===== src/rtl/miss_arbiter.sv =====
// miss_arbiter: round-robin cache-miss arbiter onto one memory port; define MISS_ARBITER_PERF_EN for perf counters
module miss_arbiter #(
    parameter int ADDR_BITS = 8,
    parameter int DATA_BITS = 8,
    parameter int NUM_REQUESTERS = 4
) (
    input  logic                                clk,
    input  logic                                reset,
    input  logic [NUM_REQUESTERS-1:0]           req_read_valid,
    input  logic [NUM_REQUESTERS*ADDR_BITS-1:0] req_read_address,
    output logic [NUM_REQUESTERS-1:0]           req_read_ready,
    output logic [NUM_REQUESTERS*DATA_BITS-1:0] req_read_data,
    input  logic [NUM_REQUESTERS-1:0]           req_write_valid,
    input  logic [NUM_REQUESTERS*ADDR_BITS-1:0] req_write_address,
    input  logic [NUM_REQUESTERS*DATA_BITS-1:0] req_write_data,
    output logic [NUM_REQUESTERS-1:0]           req_write_ready,
    output logic                                mem_read_valid,
    output logic [ADDR_BITS-1:0]                mem_read_address,
    input  logic                                mem_read_ready,
    input  logic [DATA_BITS-1:0]                mem_read_data,
    output logic                                mem_write_valid,
    output logic [ADDR_BITS-1:0]                mem_write_address,
    output logic [DATA_BITS-1:0]                mem_write_data,
    input  logic                                mem_write_ready,
    output logic                                busy,
    output logic [15:0]                         perf_grants,
    output logic [15:0]                         perf_wait_cycles
);
    localparam int IW = NUM_REQUESTERS > 1 ? $clog2(NUM_REQUESTERS) : 1;
    typedef enum logic [2:0] {IDLE, ISSUE_WRITE, ISSUE_READ, RESPOND, WAIT_DROP} state_t;
    state_t state;
    logic [IW-1:0] rr_ptr, g, pick, cand;
    logic found, wr;
    logic [NUM_REQUESTERS-1:0] pend, g_hot;
    logic [ADDR_BITS-1:0] wa, ra;
    logic [DATA_BITS-1:0] wd;
    assign pend = req_read_valid | req_write_valid;
    assign g_hot = NUM_REQUESTERS'(1) << g;
    // scan from the highest offset down so the nearest pending index at or after rr_ptr wins
    always_comb begin
        found = 1'b0;
        pick = '0;
        cand = '0;
        for (int k = NUM_REQUESTERS - 1; k >= 0; k--) begin
            cand = IW'((int'(rr_ptr) + k) % NUM_REQUESTERS);
            if (pend[cand]) begin
                found = 1'b1;
                pick = cand;
            end
        end
    end
    always_comb begin
        wa = '0;
        ra = '0;
        wd = '0;
        for (int i = 0; i < NUM_REQUESTERS; i++) begin
            if (IW'(i) == pick) begin
                wa = req_write_address[i*ADDR_BITS +: ADDR_BITS];
                ra = req_read_address[i*ADDR_BITS +: ADDR_BITS];
                wd = req_write_data[i*DATA_BITS +: DATA_BITS];
            end
        end
    end
    always_ff @(posedge clk) begin
        if (reset) begin
            state <= IDLE;
            rr_ptr <= '0;
            g <= '0;
            wr <= 1'b0;
            busy <= 1'b0;
            mem_read_valid <= 1'b0;
            mem_read_address <= '0;
            mem_write_valid <= 1'b0;
            mem_write_address <= '0;
            mem_write_data <= '0;
            req_read_ready <= '0;
            req_write_ready <= '0;
            req_read_data <= '0;
        end else begin
            case (state)
                IDLE: if (found) begin
                    g <= pick;
                    rr_ptr <= (pick == IW'(NUM_REQUESTERS - 1)) ? '0 : pick + 1'b1;
                    busy <= 1'b1;
                    wr <= req_write_valid[pick];
                    if (req_write_valid[pick]) begin
                        state <= ISSUE_WRITE;
                        mem_write_valid <= 1'b1;
                        mem_write_address <= wa;
                        mem_write_data <= wd;
                    end else begin
                        state <= ISSUE_READ;
                        mem_read_valid <= 1'b1;
                        mem_read_address <= ra;
                    end
                end
                ISSUE_WRITE: if (mem_write_ready) begin
                    mem_write_valid <= 1'b0;
                    req_write_ready <= g_hot;
                    state <= RESPOND;
                end
                ISSUE_READ: if (mem_read_ready) begin
                    mem_read_valid <= 1'b0;
                    req_read_ready <= g_hot;
                    state <= RESPOND;
                    for (int i = 0; i < NUM_REQUESTERS; i++)
                        if (IW'(i) == g) req_read_data[i*DATA_BITS +: DATA_BITS] <= mem_read_data;
                end
                RESPOND: begin
                    req_read_ready <= '0;
                    req_write_ready <= '0;
                    state <= WAIT_DROP;
                end
                WAIT_DROP: if (!(wr ? req_write_valid[g] : req_read_valid[g])) begin
                    state <= IDLE;
                    busy <= 1'b0;
                end
                default: state <= IDLE;
            endcase
        end
    end
`ifdef MISS_ARBITER_PERF_EN
    always_ff @(posedge clk) begin
        if (reset) begin
            perf_grants <= '0;
            perf_wait_cycles <= '0;
        end else begin
            if (state == IDLE && found && perf_grants != 16'hFFFF)
                perf_grants <= perf_grants + 1'b1;
            if (((state == ISSUE_WRITE && !mem_write_ready) || (state == ISSUE_READ && !mem_read_ready))
                && perf_wait_cycles != 16'hFFFF)
                perf_wait_cycles <= perf_wait_cycles + 1'b1;
        end
    end
`else
    assign perf_grants = '0;
    assign perf_wait_cycles = '0;
`endif
endmodule


===== config.mk =====
export PLATFORM = sky130hd
export DESIGN_NAME = miss_arbiter
export DESIGN_NICKNAME = d
export VERILOG_FILES = /design/src/rtl/miss_arbiter.sv
export SDC_FILE = /design/constraint.sdc
export NUM_CORES = 1
export LEC_CHECK = 0
export BUFFER_PORTS_ARGS = -buffer_cell sky130_fd_sc_hd__buf_2
export CAP_MARGIN = 20
export CORE_UTILIZATION = 45
export DETAILED_ROUTE_END_ITERATION = 6
export PLACE_DENSITY = 0.77
export SLEW_MARGIN = 10
export SYNTH_ARGS = -nofsm -noshare
export SYNTH_HDL_FRONTEND = slang
export SYNTH_SLANG_ARGS = --single-unit

===== constraint.sdc =====
create_clock -name clk -period 2.8 [get_ports clk]
set_input_delay 0.14 -clock clk [delete_from_list [all_inputs] [get_ports clk]]
set_output_delay 0.14 -clock clk [all_outputs]
set_load 0.02 [all_outputs]

==> flow_metrics.py, run 1 <==
metrics = {
    "die": {
        "die_y_um": 98.5,
        "pin_count": 215,
        "num_rows": 34,
        "die-area_mm2": 0.00971,
        "die_width_um": 98.5,
        "core-area_mm2": 0.00889,
        "initial_core_util_pct": 47.2,
    },
    "critical_path": {
        "path_max_fanout": 23,
        "required_ns": 3.09,
        "r2r_cells": 11,
        "end_kind": "flop",
        "reg2reg_from": "rr_ptr[1]",
        "path_depth": 11,
        "slowest_stage": "dfxtp_2",
        "r2r_slack_ns": 0.24,
        "r2r-end": "mem_write_address[1]",
        "critPathMaxStageDelay_ns": 0.36,
        "crit_family": "compound AO/OA/AOI/OAI gates",
        "crit_buf_inv": 3,
        "worstPathCellList": "buf_4, a211o_1, nand3_1, inv_1, ha_1, nor2b_1, buf_4, a22oi_1, o21ai_0, a21oi_1, mux2i_1",
        "crit_type": "reg -> reg",
        "critPathArrivalTime_ns": 2.85,
        "startpoint_type": "flop",
        "cp_common_cell": "buf_4",
    },
    "global_route": {
        "grt_antenna_before_repair": 0,
        "grt_use_total_pct": 25.1,
        "grt_start_max_net_pins": 49,
        "grt_pass1_wl_mm": 19.4,
        "first_global_vias": 4011,
        "grt_overflow": 0,
    },
    "pwr": {
        "cellLeakagePower_nw": 2.43,
        "p_clk_share_pct": 16.2,
        "p_seq_share_pct": 29.9,
        "share_comb_of_total_power_pct": 53.9,
        "switchingPower_mw": 2.26,
        "p_sw_share_pct": 45.8,
        "p_int_mw": 2.68,
        "powerDensity_mw_per_mm2": 935,
        "vdd_drop_max_mv": 0.443,
    },
    "drt": {
        "totalWireLength_mm": 12.4,
        "drc": 9,
        "highest_layer": "met4",
        "initialDrtViolationCount": 253,
        "drt_pre_antenna_iters": 7,
        "via_per_inst": 5.41,
        "dr_wl_met2_mm": 6.29,
        "ant_nets": 0,
        "wl_per_cell_um": 15.2,
        "vias": 4401,
        "routed-wl-met3_um": 870,
        "wl_met1_mm": 5.04,
    },
    "logic_synthesis": {
        "synth.distinct_cells": 49,
        "synth_area_leaders": "dfxtp_1 36%, a21oi_1 7.4%, nand2_1 6.4%",
        "mappedNetlistArea_mm2": 0.00419,
        "yosys_warnings": 0,
        "ys_seq_area_share_pct": 35.8,
        "synth_top_area_share_pct": 35.8,
        "synthArstFlopShare_pct": 0,
        "synth_top_cell_by_area": "dfxtp_1",
        "syn-instance-count": 531,
        "syn_avg_cell_area_um2": 7.90,
        "yosys_register_bits": 75,
        "ys.flop_type": "dfxtp_1",
        "synth_edf_count": 0,
    },
    "run_status": {
        "violations": "design-rule violations",
        "run_status": "finished, violations left",
    },
    "cells_and_area": {
        "drive_above_1_share_pct": 32.4,
        "antenna_cells": 0,
        "nets": 821,
        "area_growth_pct": 26.1,
        "finalInstanceArea_mm2": 0.00529,
        "fillers": 831,
    },
    "clock_tree": {
        "cts_root_buf": "clkbuf_8",
        "cts.sinks": 75,
        "htree_levels": 3,
        "cts_setup_buffers": 0,
        "clock_path_buffers": 2,
        "cts_made_buffers": 9,
        "cts_tree": "done",
        "cts_hold_buf": 0,
        "clk_pin_slew_ns": 0.09,
        "clkLatencyLatePin_ns": 0.35,
    },
    "place": {
        "placed_area_mm2": 0.00510,
        "routabilityCongestion": 0.879,
        "place_hpwl_mm": 9.35,
        "port_buffers": 182,
    },
    "timing": {
        "relSlewSlack_pct": 56.1,
        "setup_violations": 0,
        "rsz0062_at_grt": "false",
        "finalMaxSlewViolations": 0,
        "min_period_ns": 2.56,
        "worst_pin_slew_ns": 0.659,
        "fmax_mhz": 391,
        "tns_ns": 0,
        "min_period_over_period_pct": 91.4,
        "skew_ns": 0.00947,
        "hold_viol": 0,
    },
    "hold_path": {
        "hp-start": "mem_read_data[7]",
        "min_to": "req_read_data[23]",
        "hold_path_class": "in -> reg",
        "hold_depth": 3,
    },
    "run": {
        "drv_cap": 0,
    },
}
[state kept, by name (all words and copies together), names as in the netlist]
signal / flops
busy: 1
mem_write_address: 8
mem_write_valid: 1
g: 2
req_read_ready: 4
req_read_data: 32
mem_read_address: 8
mem_read_valid: 1
rr_ptr: 2
mem_write_data: 8
wr: 1
req_write_ready: 4
state: 3
[metrics by stage]
step           util (%)  power [mW]  hold slack [ns]  setup slack [ns]  instances
6_report           59.5        4.94           0.0736             0.240        814
5_1_grt            59.5        5.30           0.0623            0.0594        814
4_1_cts            59.4        4.94           0.0599            0.0479        814
3_5_place_dp       57.3        4.13            0.438            0.0603        798
3_3_place_gp       57.3        4.09            0.433             0.208        798
2_1_floorplan         -        3.40            0.288             0.238        562
[worst max path at each step]
stage,from,end,slack (ns)
floorplan,rr_ptr[0],mem_read_address[2],0.24
global placement,rr_ptr[1],mem_read_address[2],0.21
detailed placement,rr_ptr[1],mem_write_address[0],0.06
CTS,rr_ptr[1],mem_write_address[0],0.05
global route,rr_ptr[1],mem_read_address[2],0.06
finish,rr_ptr[1],mem_write_address[1],0.24
[cell families (layout without fill, tap and decap cells)]
| logic type | count (synthesis) | after routing | synth area share, % |
|---|---|---|---|
| buffers and inverters | 80 | 224 | 10.4 |
| DFF | 75 | 75 | 35.8 |
| and+or+nand+nor | 195 | 195 | 21.7 |
| muxes | 27 | 27 | 7.07 |
| AOI/OAI and AO/OA | 149 | 149 | 23.7 |
| adders and majority gates | 4 | 4 | 1.19 |
| other | 1 | 32 | 0.0894 |
[what timing repair did]
action | in CTS | in global routing
hold endpoints to repair | 0 | 0
setup endpoints to repair | 0 | 24
gates resized for setup | 0 | 4
[cells in the final DEF (no fill, tap or decap), drive strengths merged, types with 2 or more instances in the layout]
cell type / Yosys / final
conb: 1 / 32
nand3b: 2 / 2
ha: 4 / 4
nor3b: 2 / 2
a31oi: 3 / 3
buf: 38 / 200
nand2b: 17 / 17
nor2: 42 / 42
a211o: 2 / 2
o21ba: 2 / 2
clkinvlp: 0 / 2
nor3: 11 / 11
nand3: 27 / 27
inv: 8 / 12
and3: 2 / 2
mux2i: 24 / 24
clkbuf: 34 / 9
a21oi: 62 / 62
o21ai: 22 / 22
or2: 3 / 3
dfxtp: 75 / 75
a221oi: 17 / 17
mux4: 2 / 2
o21a: 2 / 2
nand2: 71 / 71
nor4: 2 / 2
nor2b: 13 / 13
a211oi: 10 / 10
a22oi: 19 / 19
[cell usage after synthesis (2+ instances only)]
cell type	count
buf_6	2
nand2_1	71
nor2_1	42
a221oi_1	16
and3_1	2
a211o_1	2
buf_1	2
dfxtp_1	75
ha_1	4
buf_2	2
nand3_1	27
o21ai_0	22
buf_4	32
clkbuf_1	34
o21ba_1	2
a22oi_1	19
o21a_1	2
inv_1	8
a211oi_1	10
nand2b_1	17
nand3b_1	2
or2_1	2
a21oi_1	62
mux2i_1	24
nor2b_1	13
a31oi_1	2
mux4_2	2
nor3_1	11
nor3b_1	2
[tightest hold or removal path, cell delays in order]
cell and delay (ns):
buf_2 0.12, nand3_1 0.06, a21oi_1 0.05
[power groups by stage]
stage	Clock (mW)	Combinational [mW]	Sequential (mW)
finish	0.799	2.67	1.48
global route	0.866	2.92	1.51
CTS	0.814	2.65	1.48
detailed placement	0	2.64	1.50
global placement	0	2.59	1.49
floorplan	0	1.75	1.64
[layer usage]
metal / GRT usage [%] / up-vias
li1: - / 2151
met1: 30.7 / 2040
met2: 44.6 / 194
met3: 4.33 / 16
met4: 8.96 / 0
met5: 0 / -
[final cells by class]
cell class,count,area (um2),share of cell area (%)
repair buffers,200,1060,20.0
multi-input cells,407,2380,45.0
clock inverters,7,60.1,1.14
flip-flops and latches,75,1500,28.4
inverters,8,30.0,0.568
clock buffers,9,124,2.34
well taps,108,135,2.56
Power figures use the tool's default switching activity.
==> inputs of run 2 (changes only) <==
- HOLD_SLACK_MARGIN: not set -> 0.08
==> run 2 against run 1 <==
- the run still ends with design-rule violations left
- worst setup slack got worse by 0.00051 ns
- sequential power hardly changed
- power grew 0.23%
- critical path type unchanged
- design area is 1.3% higher
- via count rose by 0.91%
- first-iteration DRC count shrank 9.9%
- global-route usage rose by 0.50 points
- largest cell class unchanged
- hold slack better by 0.023 ns
- die area did not move
- clock skew is 0.0010 ns higher
- largest power group unchanged
- routed wire length grew 1.5%
==> flow_metrics.py, run 2 (same netlist as run 1, synthesis figures left out) <==
metrics = {
    "clock_tree": {
        "clock_path_buffers": 2,
        "cts_tree": "done",
        "clkLatencyLatePin_ns": 0.35,
        "clk_pin_slew_ns": 0.10,
        "cts_root_buf": "clkbuf_8",
        "htree_levels": 3,
        "cts_made_buffers": 9,
        "cts.sinks": 75,
    },
    "drt": {
        "initialDrtViolationCount": 228,
        "vias": 4441,
        "via_per_inst": 5.41,
        "drt_pre_antenna_iters": 7,
        "wl_per_cell_um": 15.3,
        "totalWireLength_mm": 12.6,
        "drc": 9,
        "ant_nets": 0,
    },
    "pwr": {
        "powerDensity_mw_per_mm2": 925,
        "switchingPower_mw": 2.27,
        "cellLeakagePower_nw": 2.46,
        "share_comb_of_total_power_pct": 54.0,
        "p_int_mw": 2.69,
        "p_sw_share_pct": 45.8,
        "fin_total_pwr_mw": 4.95,
        "p_seq_share_pct": 29.9,
        "p_clk_share_pct": 16.2,
        "vdd_drop_max_mv": 0.442,
    },
    "critical_path": {
        "crit_family": "compound AO/OA/AOI/OAI gates",
        "critPathArrivalTime_ns": 2.83,
        "critPathMaxStageDelay_ns": 0.36,
        "r2r-end": "mem_read_address[4]",
        "required_ns": 3.07,
        "worstPathCellList": "buf_4, a211o_1, nand3_1, inv_1, ha_1, nor2b_1, buf_4, a221oi_1, nor3_1, a21oi_1, a211oi_1",
        "slowest_stage": "dfxtp_2",
        "cp_common_cell": "buf_4",
        "r2r_cells": 11,
        "path_max_fanout": 23,
        "reg2reg_from": "rr_ptr[1]",
        "crit_buf_inv": 3,
        "r2r_slack_ns": 0.24,
        "crit_type": "reg -> reg",
        "startpoint_type": "flop",
        "end_kind": "flop",
    },
    "timing": {
        "min_period_ns": 2.56,
        "worst_slack_ns": 0.240,
        "tns_ns": 0,
        "min_period_over_period_pct": 91.4,
        "finalMaxSlewViolations": 0,
        "skew_ns": 0.0105,
        "rsz0062_at_grt": "false",
        "setup_violations": 0,
        "worst_pin_slew_ns": 0.656,
        "holdWs_ns": 0.0962,
        "hold_viol": 0,
        "relSlewSlack_pct": 56.3,
        "fmax_mhz": 391,
    },
    "hold_path": {
        "min_to": "req_read_data[2]",
        "hp-start": "mem_read_data[2]",
        "hold_path_class": "in -> reg",
        "hold_depth": 3,
    },
    "die": {
        "core-area_mm2": 0.00889,
        "die_width_um": 98.5,
        "initial_core_util_pct": 47.2,
        "pin_count": 215,
        "num_rows": 34,
        "die-area_mm2": 0.00971,
        "die_y_um": 98.5,
    },
    "cells_and_area": {
        "antenna_cells": 0,
        "nets": 828,
        "drive_above_1_share_pct": 32.1,
        "area_growth_pct": 27.8,
        "finalInstanceArea_mm2": 0.00536,
        "largest_reg_flops": 32,
        "final_cells": 821,
        "top_register": "req_read_data",
        "final_cell_mix": "182 x buf_2, 74 x dfxtp_1, 71 x nand2_1, 61 x a21oi_1, 41 x nor2_1",
        "final_common_cell": "buf_2",
        "final_util_pct": 60.3,
    },
    "place": {
        "dp_slack_ns": 0.0603,
        "place_hpwl_mm": 9.35,
        "routabilityCongestion": 0.879,
        "dp_cells": 798,
        "port_buffers": 182,
        "placed_area_mm2": 0.00510,
    },
    "global_route": {
        "grt_start_max_net_pins": 49,
        "grt_pass1_wl_mm": 19.7,
        "grt_antenna_before_repair": 0,
        "grt_overflow": 0,
        "grt_use_total_pct": 25.6,
        "first_global_vias": 4101,
    },
    "run": {
        "drv_cap": 0,
    },
    "run_status": {
        "run_status": "finished, violations left",
        "violations": "design-rule violations",
    },
}
-- run 2: cell count changes in the layout (fill, tap and decap cells not counted) --
cell / change
dlygate4sd3_1: +7
-- run 2: layer usage --
metal	up-vias	part of all wire (%)	GRT usage, %
met3	25	7.3	4.47
met2	218	50	45.3
li1	2165	-	-
met1	2033	40	30.9
met5	-	0	0
met4	0	2.1	10.3
-- run 2: worst max-delay path by stage --
stage,from,to,cells past startpoint,slack [ns]
2_1_floorplan,rr_ptr[0],mem_read_address[2],12,0.24
3_3_place_gp,rr_ptr[1],mem_read_address[2],10,0.21
3_5_place_dp,rr_ptr[1],mem_write_address[0],10,0.06
4_1_cts,rr_ptr[1],mem_write_address[0],10,0.05
5_1_grt,rr_ptr[1],mem_read_address[2],11,0.06
6_report,rr_ptr[1],mem_read_address[4],11,0.24
-- run 2: timing repair --
action                                  4_1_cts  5_1_grt
hold buffers                                  7        0
resized for setup                             0        4
endpoints found under the setup margin        0       24
setup buffers                                 0        0
endpoints found under the hold margin        15        0
-- run 2: worst reg2reg max path, cell delays in order (launching register included) --
cell and delay (ns):
dfxtp_2 0.36, buf_4 0.17, a211o_1 0.30, nand3_1 0.23
inv_1 0.11, ha_1 0.23, nor2b_1 0.11, buf_4 0.27
a221oi_1 0.12, nor3_1 0.26, a21oi_1 0.08, a211oi_1 0.23
-- run 2: power by group through the flow --
stage	Sequential [mW]	Combinational [mW]	Clock (mW)
detailed placement	1.50	2.64	0
floorplan	1.64	1.75	0
CTS	1.48	2.66	0.814
global placement	1.49	2.59	0
finish	1.48	2.67	0.801
global route	1.51	2.93	0.868
-- run 2: final cells by class --
class	instances	area (um2)
Sequential cell	75	1500
Inverter	8	30.0
Clock inverter	7	60.1
Fill cell	818	3530
Multi-Input combinational cell	407	2380
Timing Repair Buffer	207	1130
Clock buffer	9	124
Tap cell	108	135
==> inputs of run 3 (changes only) <==
- PLACE_DENSITY: 0.77 -> 0.84
==> run 3 against run 2 <==
- the flow still finishes with violations (design-rule violations)
- design area grew 0.93%
- clock power grew 31%
- fmax shrank 0.19%
- global-route usage shrank 0.26 points
- final cell count shrank 0.24%
- hold slack lost 0.00073 ns
- clock-buffer cell count is the same
- register-to-register slack is essentially flat
- critical endpoint unchanged
- power grew 6.0%
- die area is the same
- largest cell class unchanged
- routed wire length is the same
- first-iteration DRC count grew 16%
==> flow_metrics.py, run 3 (same netlist as run 1, synthesis figures left out) <==
metrics = {
    "run_status": {
        "run_status": "finished, violations left",
        "violations": "design-rule violations",
    },
    "timing": {
        "finalMaxSlewViolations": 0,
        "worst_pin_slew_ns": 0.759,
        "hold_viol": 0,
        "rsz0062_at_grt": "false",
        "fmax_mhz": 390,
        "setup_violations": 0,
        "holdWs_ns": 0.0954,
        "relSlewSlack_pct": 49.3,
        "min_period_ns": 2.57,
        "tns_ns": 0,
        "min_period_over_period_pct": 91.6,
        "worst_slack_ns": 0.235,
        "skew_ns": 0.0120,
    },
    "clock_tree": {
        "htree_levels": 3,
        "cts_tree": "done",
        "clock_path_buffers": 2,
        "cts.sinks": 75,
        "cts_made_buffers": 9,
        "cts_root_buf": "clkbuf_8",
        "clkLatencyLatePin_ns": 0.34,
        "clk_pin_slew_ns": 0.09,
    },
    "die": {
        "num_rows": 34,
        "core-area_mm2": 0.00889,
        "die_y_um": 98.5,
        "pin_count": 215,
        "die-area_mm2": 0.00971,
        "die_width_um": 98.5,
        "initial_core_util_pct": 47.2,
    },
    "critical_path": {
        "critPathArrivalTime_ns": 2.81,
        "startpoint_type": "flop",
        "required_ns": 3.05,
        "crit_type": "reg -> reg",
        "end_kind": "flop",
        "path_max_fanout": 23,
    },
    "global_route": {
        "grt_start_max_net_pins": 49,
        "grt_pass1_wl_mm": 19.9,
        "grt_antenna_before_repair": 0,
        "grt_overflow": 0,
        "met1_usage_pct": 30.7,
        "top_usage_layer": "met2",
        "grtUsageMet3_pct": 5.60,
        "grt_util_met2_pct": 44.2,
        "grt_use_total_pct": 25.4,
        "first_global_vias": 4158,
    },
    "hold_path": {
        "hold_path_class": "in -> reg",
    },
    "drt": {
        "drt_pre_antenna_iters": 7,
        "initialDrtViolationCount": 264,
        "vias": 4413,
        "drc": 8,
        "ant_nets": 0,
        "totalWireLength_mm": 12.6,
        "wl_per_cell_um": 15.4,
        "via_per_inst": 5.39,
    },
    "cells_and_area": {
        "nets": 826,
        "largest_reg_flops": 32,
        "area_growth_pct": 29.0,
        "drive_above_1_share_pct": 32.2,
        "final_common_cell": "buf_2",
        "top_register": "req_read_data",
        "finalInstanceArea_mm2": 0.00541,
        "antenna_cells": 0,
        "final_cell_mix": "182 x buf_2, 75 x dfxtp_1, 71 x nand2_1, 61 x a21oi_1, 41 x nor2_1",
    },
    "place": {
        "routabilityCongestion": 0.927,
        "port_buffers": 182,
        "dp_slack_ns": 0.122,
        "placed_area_mm2": 0.00509,
        "place_hpwl_mm": 9.39,
    },
    "pwr": {
        "powerDensity_mw_per_mm2": 971,
        "vdd_drop_max_mv": 0.530,
        "cellLeakagePower_nw": 2.49,
    },
    "run": {
        "drv_cap": 0,
    },
}
## run 3: cell types whose count changed in the layout (fill, tap and decap cells not counted)
cell,previous run,this run
dfxtp_1,74,75
buf_6,0,1
clkinv_2,1,0
clkinvlp_4,2,0
bufinv_16,0,3
dlygate4sd3_1,7,4
dfxtp_2,1,0
## run 3: worst paths after layout
check	start	endpoint	slack, ns	depth (start not counted)
max	rr_ptr[1]	mem_read_address[4]	0.23	11
min reg2reg	req_read_data[14]	req_read_data[14]	0.46	2
max reg2reg	rr_ptr[1]	mem_read_address[4]	0.23	11
min	mem_read_data[2]	req_read_data[2]	0.1	3
## run 3: what timing repair did
item	in CTS	in global routing
hold buffers	4	0
setup buffers	0	2
gates resized for setup	0	4
setup endpoints to repair	0	24
hold endpoints to repair	11	0
## run 3: area by class of cell
type / count / area, um2
Clock inverter: 7 / 130
Tap cell: 108 / 135
Fill cell: 775 / 3480
Timing Repair Buffer: 205 / 1110
Multi-Input combinational cell: 407 / 2380
Sequential cell: 75 / 1500
Clock buffer: 9 / 124
Inverter: 8 / 30.0
## run 3: through the flow
step	cells	utilization (%)	power, mW
floorplan	562	-	3.40
global placement	797	57.2	4.06
detailed placement	797	57.2	4.14
CTS	817	60.6	5.21
global route	819	60.8	5.58
finish	819	60.8	5.25
## run 3: critical path, cell delays in order, from the launching register on
cell      delay [ns]
dfxtp_1         0.35
buf_4           0.18
a211o_1         0.30
nand3_1         0.23
inv_1           0.11
ha_1            0.23
nor2b_1         0.15
buf_6           0.22
a221oi_1        0.10
nor3_1          0.25
a21oi_1         0.08
a211oi_1        0.27
## run 3: report_power, final
group | total, mW | switching [mW] | leakage, nW | internal (mW)
Sequential | 1.47 | 0.176 | 0.610 | 1.29
Clock | 1.05 | 0.444 | 0.128 | 0.611
Combinational | 2.73 | 1.66 | 1.76 | 1.07
Total | 5.25 | 2.28 | 2.49 | 2.97
## run 3: routing by layer
metal	wire length (um)	vias to the layer above
met5	0	-
met1	5110	2035
li1	-	2158
met4	280	0
met3	874	26
met2	6330	194
